===== config.mk =====
export PLATFORM = sky130hd
export DESIGN_NAME = rmii_tx_serializer
export DESIGN_NICKNAME = d
export VERILOG_FILES = /design/src/rtl/eth_pkg.sv /design/src/rtl/sync_fifo.sv /design/src/rtl/rmii_tx_serializer.sv
export SDC_FILE = /design/constraint.sdc
export NUM_CORES = 1
export LEC_CHECK = 0
export ABC_CLOCK_PERIOD_IN_PS = 3700
export CAP_MARGIN = 20
export CORE_ASPECT_RATIO = 1.2
export CORE_MARGIN = 5
export CORE_UTILIZATION = 55
export CTS_BUF_LIST = sky130_fd_sc_hd__clkbuf_4 sky130_fd_sc_hd__clkbuf_8 sky130_fd_sc_hd__clkbuf_16
export DETAILED_ROUTE_END_ITERATION = 10
export GPL_TIMING_DRIVEN = 0
export PLACE_DENSITY = 0.74
export REMOVE_ABC_BUFFERS = 1
export SLEW_MARGIN = 15
export SYNTH_ARGS = -nofsm -noshare
export SYNTH_HDL_FRONTEND = slang
export SYNTH_SLANG_ARGS = --single-unit

===== constraint.sdc =====
create_clock -name eth_rmii_clk -period 3.7 [get_ports eth_rmii_clk]
set_input_delay 0.74 -clock eth_rmii_clk [delete_from_list [all_inputs] [get_ports eth_rmii_clk]]
set_output_delay 0.74 -clock eth_rmii_clk [all_outputs]
set_load 0.01 [all_outputs]

===== src/rtl/eth_pkg.sv =====
// Shared Ethernet constants and the RMII transmit state encoding.
package eth_pkg;

    localparam int RMII_REP_10M = 10;
    localparam int IFG_DEFAULT  = 48;

    typedef enum logic [1:0] {
        IDLE  = 2'd0,
        SEND  = 2'd1,
        FLUSH = 2'd2,
        IFG   = 2'd3
    } tx_state_e;

    // Width of an index over n items, never narrower than one bit.
    function automatic int clog2_min1(input int n);
        return (n > 1) ? $clog2(n) : 1;
    endfunction

endpackage


===== src/rtl/sync_fifo.sv =====
// Single-clock show-ahead FIFO: dout always presents the oldest entry.
module sync_fifo #(
    parameter int WIDTH = 5,
    parameter int DEPTH = 4
) (
    input  logic             clk,
    input  logic             rst_n,
    input  logic             wr_en,
    input  logic             rd_en,
    input  logic [WIDTH-1:0] din,
    output logic [WIDTH-1:0] dout,
    output logic             full,
    output logic             empty
);

    localparam int AW = $clog2(DEPTH);
    localparam logic [AW:0] FULL_CNT = (AW+1)'(DEPTH);

    logic [WIDTH-1:0] mem [DEPTH];
    logic [AW-1:0]    wr_ptr_q;
    logic [AW-1:0]    rd_ptr_q;
    logic [AW:0]      count_q;
    logic             wr_ok;
    logic             rd_ok;

    assign wr_ok = wr_en && !full;
    assign rd_ok = rd_en && !empty;

    always_ff @(posedge clk) begin
        if (wr_ok) begin
            mem[wr_ptr_q] <= din;
        end
    end

    always_ff @(posedge clk or negedge rst_n) begin
        if (!rst_n) begin
            wr_ptr_q <= '0;
            rd_ptr_q <= '0;
            count_q  <= '0;
        end else begin
            if (wr_ok) wr_ptr_q <= wr_ptr_q + AW'(1);
            if (rd_ok) rd_ptr_q <= rd_ptr_q + AW'(1);
            case ({wr_ok, rd_ok})
                2'b10:   count_q <= count_q + (AW+1)'(1);
                2'b01:   count_q <= count_q - (AW+1)'(1);
                default: count_q <= count_q;
            endcase
        end
    end

    assign full  = (count_q == FULL_CNT);
    assign empty = (count_q == '0);
    assign dout  = mem[rd_ptr_q];

endmodule


===== src/rtl/rmii_tx_serializer.sv =====
// Buffers words and serialises them LSB-first onto an RMII-style transmit bus,
// with per-frame 10/100 slice repetition, underrun recovery and inter-frame gap.
module rmii_tx_serializer
    import eth_pkg::*;
#(
    parameter int IN_W       = 4,
    parameter int OUT_W      = 2,
    parameter int FIFO_DEPTH = 4,
    parameter int IFG_CYCLES = IFG_DEFAULT
) (
    input  logic             eth_rmii_clk,
    input  logic             rst_n,
    input  logic             speed_10m,
    input  logic             in_valid,
    input  logic [IN_W-1:0]  in_data,
    input  logic             in_last,
    output logic             in_ready,
    output logic             eth_tx_dv,
    output logic [OUT_W-1:0] eth_tx_data,
    output logic             underrun,
    output logic             busy
);

    localparam int NSLICE = IN_W / OUT_W;
    localparam int SW     = clog2_min1(NSLICE);
    localparam int FW     = IN_W + 1;
    localparam int IFG_W  = $clog2(IFG_CYCLES * RMII_REP_10M + 1);

    localparam logic [SW-1:0]    SLICE_LAST   = SW'(NSLICE - 1);
    localparam logic [IFG_W-1:0] IFG_END_100M = IFG_W'(IFG_CYCLES - 1);
    localparam logic [IFG_W-1:0] IFG_END_10M  = IFG_W'(IFG_CYCLES * RMII_REP_10M - 1);

    tx_state_e        state_q, state_d;
    logic [FW-1:0]    word_q, word_d;
    logic [SW-1:0]    slice_q, slice_d;
    logic [3:0]       rep_cnt_q, rep_cnt_d;
    logic [3:0]       rep_q, rep_d;
    logic [IFG_W-1:0] ifg_cnt_q, ifg_cnt_d;
    logic             uflag_q, uflag_d;
    logic             ready_en_q;

    logic             tx_dv_q, tx_dv_d;
    logic [OUT_W-1:0] tx_data_q, tx_data_d;
    logic             underrun_q, underrun_d;

    logic             fifo_wr;
    logic             fifo_rd;
    logic             fifo_full;
    logic             fifo_empty;
    logic [FW-1:0]    fifo_dout;

    logic [OUT_W-1:0] slices [NSLICE];
    logic [3:0]       frame_rep;
    logic             slot_end;
    logic             ifg_end;

    // in_ready is held low through reset and the first edge after it.
    assign in_ready = ready_en_q && !fifo_full;
    assign fifo_wr  = in_valid && in_ready;

    sync_fifo #(
        .WIDTH (FW),
        .DEPTH (FIFO_DEPTH)
    ) u_fifo (
        .clk   (eth_rmii_clk),
        .rst_n (rst_n),
        .wr_en (fifo_wr),
        .rd_en (fifo_rd),
        .din   ({in_last, in_data}),
        .dout  (fifo_dout),
        .full  (fifo_full),
        .empty (fifo_empty)
    );

    generate
        for (genvar gi = 0; gi < NSLICE; gi++) begin : g_slice
            assign slices[gi] = word_q[gi*OUT_W +: OUT_W];
        end
    endgenerate

    assign frame_rep = speed_10m ? 4'(RMII_REP_10M) : 4'd1;
    assign slot_end  = (rep_cnt_q == rep_q - 4'd1);
    assign ifg_end   = (ifg_cnt_q == ((rep_q == 4'd1) ? IFG_END_100M : IFG_END_10M));

    always_ff @(posedge eth_rmii_clk or negedge rst_n) begin
        if (!rst_n) begin
            state_q <= IDLE;
        end else begin
            state_q <= state_d;
        end
    end

    always_comb begin
        state_d   = state_q;
        word_d    = word_q;
        slice_d   = slice_q;
        rep_cnt_d = rep_cnt_q;
        rep_d     = rep_q;
        ifg_cnt_d = ifg_cnt_q;
        uflag_d   = 1'b0;
        fifo_rd   = 1'b0;
        case (state_q)
            IDLE: begin
                if (!fifo_empty) begin
                    state_d   = SEND;
                    fifo_rd   = 1'b1;
                    word_d    = fifo_dout;
                    slice_d   = '0;
                    rep_cnt_d = '0;
                    rep_d     = frame_rep;
                end
            end
            SEND: begin
                if (slot_end) begin
                    rep_cnt_d = '0;
                    slice_d   = (slice_q == SLICE_LAST) ? '0 : slice_q + SW'(1);
                    if (slice_q == SLICE_LAST) begin
                        if (word_q[IN_W]) begin
                            state_d   = IFG;
                            ifg_cnt_d = '0;
                        end else if (!fifo_empty) begin
                            fifo_rd = 1'b1;
                            word_d  = fifo_dout;
                        end else begin
                            state_d = FLUSH;
                            uflag_d = 1'b1;
                        end
                    end
                end else begin
                    rep_cnt_d = rep_cnt_q + 4'd1;
                end
            end
            FLUSH: begin
                if (!fifo_empty) begin
                    fifo_rd = 1'b1;
                    if (fifo_dout[IN_W]) begin
                        state_d   = IFG;
                        ifg_cnt_d = '0;
                    end
                end
            end
            IFG: begin
                if (!ifg_end) begin
                    ifg_cnt_d = ifg_cnt_q + IFG_W'(1);
                end else if (!fifo_empty) begin
                    // A queued frame starts straight away so busy never dips between frames.
                    state_d   = SEND;
                    fifo_rd   = 1'b1;
                    word_d    = fifo_dout;
                    slice_d   = '0;
                    rep_cnt_d = '0;
                    rep_d     = frame_rep;
                end else begin
                    state_d = IDLE;
                end
            end
            default: state_d = IDLE;
        endcase
    end

    // Outputs trail the state by one edge; underrun lines up with the dv drop.
    always_comb begin
        tx_dv_d    = (state_q == SEND);
        tx_data_d  = (state_q == SEND) ? slices[slice_q] : '0;
        underrun_d = uflag_q;
    end

    always_ff @(posedge eth_rmii_clk or negedge rst_n) begin
        if (!rst_n) begin
            word_q     <= '0;
            slice_q    <= '0;
            rep_cnt_q  <= '0;
            rep_q      <= 4'd1;
            ifg_cnt_q  <= '0;
            uflag_q    <= 1'b0;
            ready_en_q <= 1'b0;
            tx_dv_q    <= 1'b0;
            tx_data_q  <= '0;
            underrun_q <= 1'b0;
        end else begin
            word_q     <= word_d;
            slice_q    <= slice_d;
            rep_cnt_q  <= rep_cnt_d;
            rep_q      <= rep_d;
            ifg_cnt_q  <= ifg_cnt_d;
            uflag_q    <= uflag_d;
            ready_en_q <= 1'b1;
            tx_dv_q    <= tx_dv_d;
            tx_data_q  <= tx_data_d;
            underrun_q <= underrun_d;
        end
    end

    assign eth_tx_dv   = tx_dv_q;
    assign eth_tx_data = tx_data_q;
    assign underrun    = underrun_q;
    assign busy        = (state_q != IDLE);

endmodule


==> summary.txt, run 1 <==
Outcome
  • Outcome: complete, no violations

Clock tree
  • Clk Tree Root Cell: clkbuf_8
  • Clock Sinks: 56
  • Post-CTS Setup Bufs: 0
  • Max clock buf depth: 2
  • Cts hold-fix bufs: 0
  • CTS tree: built
  • H-tree Lvls: 2
  • CTS buffer count: 5
  • CTS resizes: 0
  • Worst skew pair latency: 320 ps
  • Worst-path clk slew: 100 ps

Critical path
  • Crit path capture: u_fifo.count_q[2]$_DFFE_PN0P_
  • R2R Path Start: rep_q[0]$_DFFE_PN1P_
  • Worst EP required: 3950 ps
  • Critical path origin: rep_q[0]$_DFFE_PN1P_
  • Critical path arrival: 3480 ps
  • Crit path max fanout: 3
  • R2R Path End: u_fifo.count_q[2]$_DFFE_PN0P_
  • Startpoint type of the worst setup path: register
  • R2R setup slack: 470 ps
  • Critical path class: reg -> reg
  • R2R depth: 12
  • Crit end category: register

Pwr
  • Peak VDD IR: 0.0003689 V
  • Pleak: 1.305 nW
  • Power Density: 767.5 nW/um^2

Global routing
  • Total track usage: 0.1682
  • Vias in the first global route: 1951
  • Antenna violations before repair: 0
  • GRT busiest layer: met2
  • Grt met2 use: 0.3006
  • Routing usage on met1: 0.1945
  • Met3 Use GR: 0.03487
  • Largest net degree at the start of global routing: 20
  • GRT overflow: 0
  • First-pass GRT wire length: 8.576 mm

Final layout
  • Area Growth Syn to Fin: 10.48%
  • Number of diodes: 0
  • Share of post-route cells with drive strength above 1: 0.09412
  • Finished Layout Cells: 315
  • Final #Nets: 278

Drt
  • Routed Antenna Nets: 0
  • Number of remaining DRC errors: 0
  • Routed vias: 1824
  • WL final: 4.807 mm
  • Vias per cell: 5.790
  • DR WL/cell: 15.26 microns
  • 1st-iter DRT viols: 61
  • DRT Pass-1 Iters: 4

Place
  • Cell count after placement: 307
  • IO buf count: 14
  • Gpl congestion: 0.7456
  • DP Worst Slack: 447.4 ps
  • Hpwl dp: 3.611 mm

Timing
  • Endpoints failing hold: 0
  • Final WS setup: 465.2 ps
  • Final period util: 0.8743
  • Rel. slew slack: 0.5912
  • Setup-failing EPs final: 0
  • Clk_skew: 4.379 ps
  • RSZ-0062 raised after global routing: no
  • Slew Viols, Final: 0
  • Total Neg Setup Slack: 0 ps
  • Time the worst path needs with I/O delays and setup: 3235 ps
  • Max Clk Rate: 309.1 MHz
  • Worst Max-Slew Pin Slew: 613.3 ps

Floorplan
  • Die Width: 75.76 microns
  • Die area: 6736 sq um
  • Die Y: 88.91 microns
  • Core area: 4975 sq um
  • # IOs: 15
  • Initial core utilization: 0.5737
  • Cell Rows: 28

Synthesis
  • Async SR Flop Fraction: 0.6429
  • Post-Syn Area: 2854 sq um
  • Post-synthesis sequential area ratio: 0.5265
  • Post-Synthesis Mean Instance Area: 11.89 sq um
  • Number of synthesized flops with an enable pin: 20
  • Yosys warns: 0
  • Primary FF master, synth: dfrtp_1
  • Netlist cell types: 55
  • Post-Syn Instances: 240
  • Count of state elements after synthesis: 56

Job
  • Max Cap Viol: 0

Worst hold path
  • Min-Delay Path Class: in -> async
==> cell type report <==
class | instances | area, sq um
clock inverter | 3 | 25.02
timing repair buffer | 15 | 162.7
fill | 401 | 1822
multi-input combinational | 159 | 1255
inverter | 17 | 63.81
clock buffer | 5 | 68.82
tap | 60 | 75.07
sequential | 56 | 1503
==> report_power, final <==
group / total, mW / internal [mW] / switching (mW)
clock: 0.354 / 0.138 / 0.215
combinational: 1.12 / 0.514 / 0.602
sequential: 0.951 / 0.811 / 0.139
total: 2.42 / 1.46 / 0.957
==> cells in the final DEF, fill, tap and decap left out, types with 7 or more instances in the layout <==
cell / Yosys / routed
dfrtp_1: 35 / 35
ha_1: 14 / 14
nand2_1: 15 / 15
inv_1: 17 / 17
and3_1: 9 / 9
nor2_1: 9 / 9
clkdlybuf4s50_1: 0 / 13
nand3_1: 7 / 7
edfxtp_1: 20 / 20
==> Yosys cell counts (all sizes together), types with 2 or more instances <==
library cell	n	area share
a31oi	4	0.0088
nand3	7	0.012
inv	17	0.022
dfrtp	35	0.31
nor3	6	0.012
nand2	16	0.022
a211o	3	0.0092
o211ai	2	0.0053
buf	2	0.0035
nor2	9	0.012
nand2b	4	0.0088
mux2	7	0.028
a22o	2	0.0061
a21oi	7	0.014
xor2	4	0.012
ha	14	0.061
o2bb2ai	2	0.0083
mux4	5	0.039
o21ai	11	0.023
nor2b	6	0.013
and2	2	0.0044
or4	3	0.0092
o221ai	3	0.0092
or3	5	0.013
clkbuf	6	0.0079
and3	9	0.020
o21a	2	0.0053
mux2i	5	0.018
xnor2	6	0.018
edfxtp	20	0.21
==> sequential cells by signal, indices dropped and copies added, names as in the netlist <==
name and count:
rep_cnt_q 4, eth_tx_data 2, ifg_cnt_q 9, slice_q 1, word_q 5, u_fifo.mem 20
state_q 2, underrun 1, eth_tx_dv 1, u_fifo.count_q 3, rep_q 2, ready_en_q 1
u_fifo.wr_ptr_q 2, u_fifo.rd_ptr_q 2, uflag_q 1
==> critical path, stage by stage, from the launching register on <==
cell and delay, ps:
dfstp_2 570, inv_1 60, ha_1 300, xnor2_1 140
nor4_1 480, a21oi_1 220, a21oi_1 260, ha_1 230
inv_1 70, fa_1 420, xor2_1 150, nor2_1 110
xor2_1 160
==> how the worst min path moves through the flow <==
| stage | startpoint | to | slack [ps] | depth (start not counted) |
|---|---|---|---|---|
| detailed placement | uflag_q$_DFF_PN0_ | underrun$_DFF_PN0_ | 350 | 0 |
| CTS | rst_n | word_q[1]$_DFFE_PN0P_ | 370 | 1 |
| finish | rst_n | eth_tx_data[0]$_DFF_PN0_ | 360 | 1 |
| global route | rst_n | word_q[1]$_DFFE_PN0P_ | 380 | 1 |
| global placement | uflag_q$_DFF_PN0_ | underrun$_DFF_PN0_ | 340 | 0 |
| floorplan | uflag_q$_DFF_PN0_ | underrun$_DFF_PN0_ | 330 | 0 |
==> cells by family (layout without fill, tap and decap cells) <==
| logic type | count (synthesis) | in the layout | share of synthesized area |
|---|---|---|---|
| AOI/OAI and AO/OA | 43 | 43 | 0.1096 |
| xor gates and xnor gates | 10 | 10 | 0.03069 |
| adders and majority gates | 15 | 15 | 0.06839 |
| buffers and inverters | 25 | 40 | 0.03376 |
| DFF | 56 | 56 | 0.5265 |
| muxes | 17 | 17 | 0.08461 |
| other | 1 | 1 | 0.001314 |
| and+or+nand+nor | 73 | 73 | 0.1451 |
==> per-stage QoR <==
step,power [mW],cell area (sq um),util,hold WS [ps]
CTS,2.449,3153,0.6338,368.6
global placement,2.043,3037,0.6104,342.1
floorplan,1.799,2821,-,331.2
global route,2.631,3153,0.6338,375.6
finish,2.420,3153,0.6338,357.5
detailed placement,2.089,3059,0.6149,348.3
==> per-layer routing <==
layer | part of all wire | wire (microns)
met5 | 0 | 0
met3 | 0.027 | 131
met4 | 0.017 | 82
met2 | 0.53 | 2536
met1 | 0.43 | 2057
No activity file was read; power rests on OpenSTA's default activity.
==> run 2: changes to the inputs <==
--- a/config.mk
+++ b/config.mk
@@ -7,13 +7,15 @@
 export LEC_CHECK = 0
 export ABC_CLOCK_PERIOD_IN_PS = 3700
 export CAP_MARGIN = 20
+export CELL_PAD_IN_SITES_DETAIL_PLACEMENT = 0
+export CELL_PAD_IN_SITES_GLOBAL_PLACEMENT = 1
 export CORE_ASPECT_RATIO = 1.2
 export CORE_MARGIN = 5
-export CORE_UTILIZATION = 55
+export CORE_UTILIZATION = 48
 export CTS_BUF_LIST = sky130_fd_sc_hd__clkbuf_4 sky130_fd_sc_hd__clkbuf_8 sky130_fd_sc_hd__clkbuf_16
 export DETAILED_ROUTE_END_ITERATION = 10
 export GPL_TIMING_DRIVEN = 0
-export PLACE_DENSITY = 0.74
+export PLACE_DENSITY_LB_ADDON = 0.1
 export REMOVE_ABC_BUFFERS = 1
 export SLEW_MARGIN = 15
 export SYNTH_ARGS = -nofsm -noshare
==> summary.txt, run 2 (synthesis gave the netlist of run 1 again) <==
Drt
  • Vias per cell: 5.355 (was 5.790)
  • WL final: 4.930 mm (was 4.807 mm)
  • Number of remaining DRC errors: 0 (unchanged)
  • Routed vias: 1794 (was 1824)
  • 1st-iter DRT viols: 77 (was 61)
  • Routed Antenna Nets: 0 (unchanged)
  • DRT Pass-1 Iters: 4 (unchanged)
  • DR WL/cell: 14.72 microns (was 15.26 microns)

Clock tree
  • Post-CTS Setup Bufs: 0 (unchanged)
  • Clk Tree Root Cell: clkbuf_8 (unchanged)
  • Worst skew pair latency: 310 ps (was 320 ps)
  • Max clock buf depth: 2 (unchanged)
  • CTS resizes: 0 (unchanged)
  • Clock Sinks: 56 (unchanged)
  • CTS buffer count: 5 (unchanged)
  • CTS tree: built (unchanged)
  • H-tree Lvls: 2 (unchanged)
  • Cts hold-fix bufs: 0 (unchanged)
  • Worst-path clk slew: 110 ps (was 100 ps)

Final layout
  • Leading cell types in the layout, fill and taps excluded: dfrtp_1 (35), edfxtp_1 (20), inv_1 (17) (unchanged)
  • Multi-input logic area: 1255 sq um (unchanged)
  • Biggest register: u_fifo.mem (unchanged)
  • Fill cell instance count of the final layout: 512 (was 401)
  • FF+latch area: 1503 sq um (unchanged)
  • Largest regs: u_fifo.mem (20), ifg_cnt_q (9), word_q (5) (unchanged)
  • Final #Nets: 278 (unchanged)
  • Leading cell type in the layout, fill and taps excluded: dfrtp_1 (unchanged)
  • Max reg flops: 20 (unchanged)
  • Area Growth Syn to Fin: 11.40% (was 10.48%)
  • Share of post-route cells with drive strength above 1: 0.09412 (unchanged)
  • Number of diodes: 0 (unchanged)

Timing
  • Total Neg Setup Slack: 0 ps (unchanged)
  • Time the worst path needs with I/O delays and setup: 3215 ps (was 3235 ps)
  • Rel. slew slack: 0.5964 (was 0.5912)
  • Max Clk Rate: 311.1 MHz (was 309.1 MHz)
  • Slew Viols, Final: 0 (unchanged)
  • Clk_skew: 9.228 ps (was 4.379 ps)
  • Setup-failing EPs final: 0 (unchanged)
  • Final WS setup: 485.3 ps (was 465.2 ps)
  • Worst Max-Slew Pin Slew: 605.5 ps (was 613.3 ps)
  • RSZ-0062 raised after global routing: no (unchanged)
  • Endpoints failing hold: 0 (unchanged)
  • Hold_ws: 359.8 ps (was 357.5 ps)
  • Final period util: 0.8688 (was 0.8743)

Place
  • DP Worst Slack: 464.4 ps (was 447.4 ps)
  • IO buf count: 14 (unchanged)
  • Hpwl dp: 3.716 mm (was 3.611 mm)
  • Gpl congestion: 0.7646 (was 0.7456)

Critical path
  • Crit end category: register (unchanged)
  • Crit path max fanout: 3 (unchanged)
  • Startpoint type of the worst setup path: register (unchanged)
  • Worst EP required: 3940 ps (was 3950 ps)
  • Critical path arrival: 3450 ps (was 3480 ps)
  • Critical path class: reg -> reg (unchanged)

Pwr
  • Power Density: 761.6 nW/um^2 (was 767.5 nW/um^2)
  • Pleak: 1.309 nW (was 1.305 nW)
  • Peak VDD IR: 0.0003297 V (was 0.0003689 V)

Floorplan
  • # IOs: 15 (unchanged)
  • Core area: 5705 sq um (was 4975 sq um)
  • Die area: 7594 sq um (was 6736 sq um)
  • Initial core utilization: 0.5002 (was 0.5737)
  • Cell Rows: 30 (was 28)
  • Die Y: 94.47 microns (was 88.91 microns)
  • Die Width: 80.39 microns (was 75.76 microns)

Global routing
  • Vias in the first global route: 1837 (was 1951)
  • First-pass GRT wire length: 8.776 mm (was 8.576 mm)
  • GRT overflow: 0 (unchanged)
  • Total track usage: 0.1477 (was 0.1682)
  • Routing usage on met1: 0.1908 (was 0.1945)
  • GRT busiest layer: met2 (unchanged)
  • Antenna violations before repair: 0 (unchanged)
  • Largest net degree at the start of global routing: 20 (unchanged)
  • Grt met2 use: 0.2486 (was 0.3006)
  • Met3 Use GR: 0.02958 (was 0.03487)

Outcome
  • Outcome: complete, no violations (unchanged)

Worst hold path
  • Min-Delay Path Class: in -> async (unchanged)

Job
  • Max Cap Viol: 0 (unchanged)
-- run 2: cell count changes in the layout (fill, tap and decap cells not counted) --
cell,change
clkinv_4,+1
clkinvlp_4,-1
-- run 2: layout make-up --
class / count / share of cell area
clock inverters: 3 / 0.008264
well taps: 80 / 0.03148
repair buffers: 15 / 0.05116
inverters: 17 / 0.02007
multi-input cells: 159 / 0.3947
clock buffers: 5 / 0.02165
flip-flops and latches: 56 / 0.4726
-- run 2: critical path: stages, from the launching register on --
cell,delay (ps)
dfstp_2,570
inv_1,60
ha_1,300
xnor2_1,140
nor4_1,460
a21oi_1,200
a21oi_1,260
ha_1,230
inv_1,70
fa_1,430
xor2_1,150
nor2_1,120
xor2_1,150
-- run 2: stage by stage --
step	power, mW	instances	instance area (sq um)	util
2_1_floorplan	1.799	232	2821	-
3_3_place_gp	2.072	326	3062	0.5366
3_5_place_dp	2.097	327	3084	0.5406
4_1_cts	2.461	335	3179	0.5572
5_1_grt	2.651	335	3179	0.5572
6_report	2.421	335	3179	0.5572
-- run 2: final timing paths --
kind / startpoint / slack (ps) / cells after the start / endpoint
worst min register to register: uflag_q$_DFF_PN0_ / 360 / 0 / underrun$_DFF_PN0_
max in group asynchronous: rst_n / 2880 / 2 / u_fifo.rd_ptr_q[0]$_DFFE_PN0P_
worst min-delay path: rst_n / 360 / 1 / rep_cnt_q[1]$_DFFE_PN0P_
worst max-delay path: rep_q[0]$_DFFE_PN1P_ / 490 / 12 / u_fifo.count_q[2]$_DFFE_PN0P_
worst max register to register: rep_q[0]$_DFFE_PN1P_ / 490 / 12 / u_fifo.count_q[2]$_DFFE_PN0P_
min in group eth_rmii_clk: uflag_q$_DFF_PN0_ / 360 / 0 / underrun$_DFF_PN0_
-- run 2: per-layer routing --
layer | share of wire | up-vias
met2 | 0.52 | 23
li1 | - | 899
met5 | 0 | -
met4 | 0.011 | 0
met1 | 0.44 | 867
met3 | 0.030 | 5
-- run 2: where the power goes --
group          switching (mW)  internal [mW]  total, mW
registers               0.138          0.811      0.949
clock network           0.217          0.140      0.357
logic                   0.601          0.515       1.12
total                   0.955           1.47       2.42
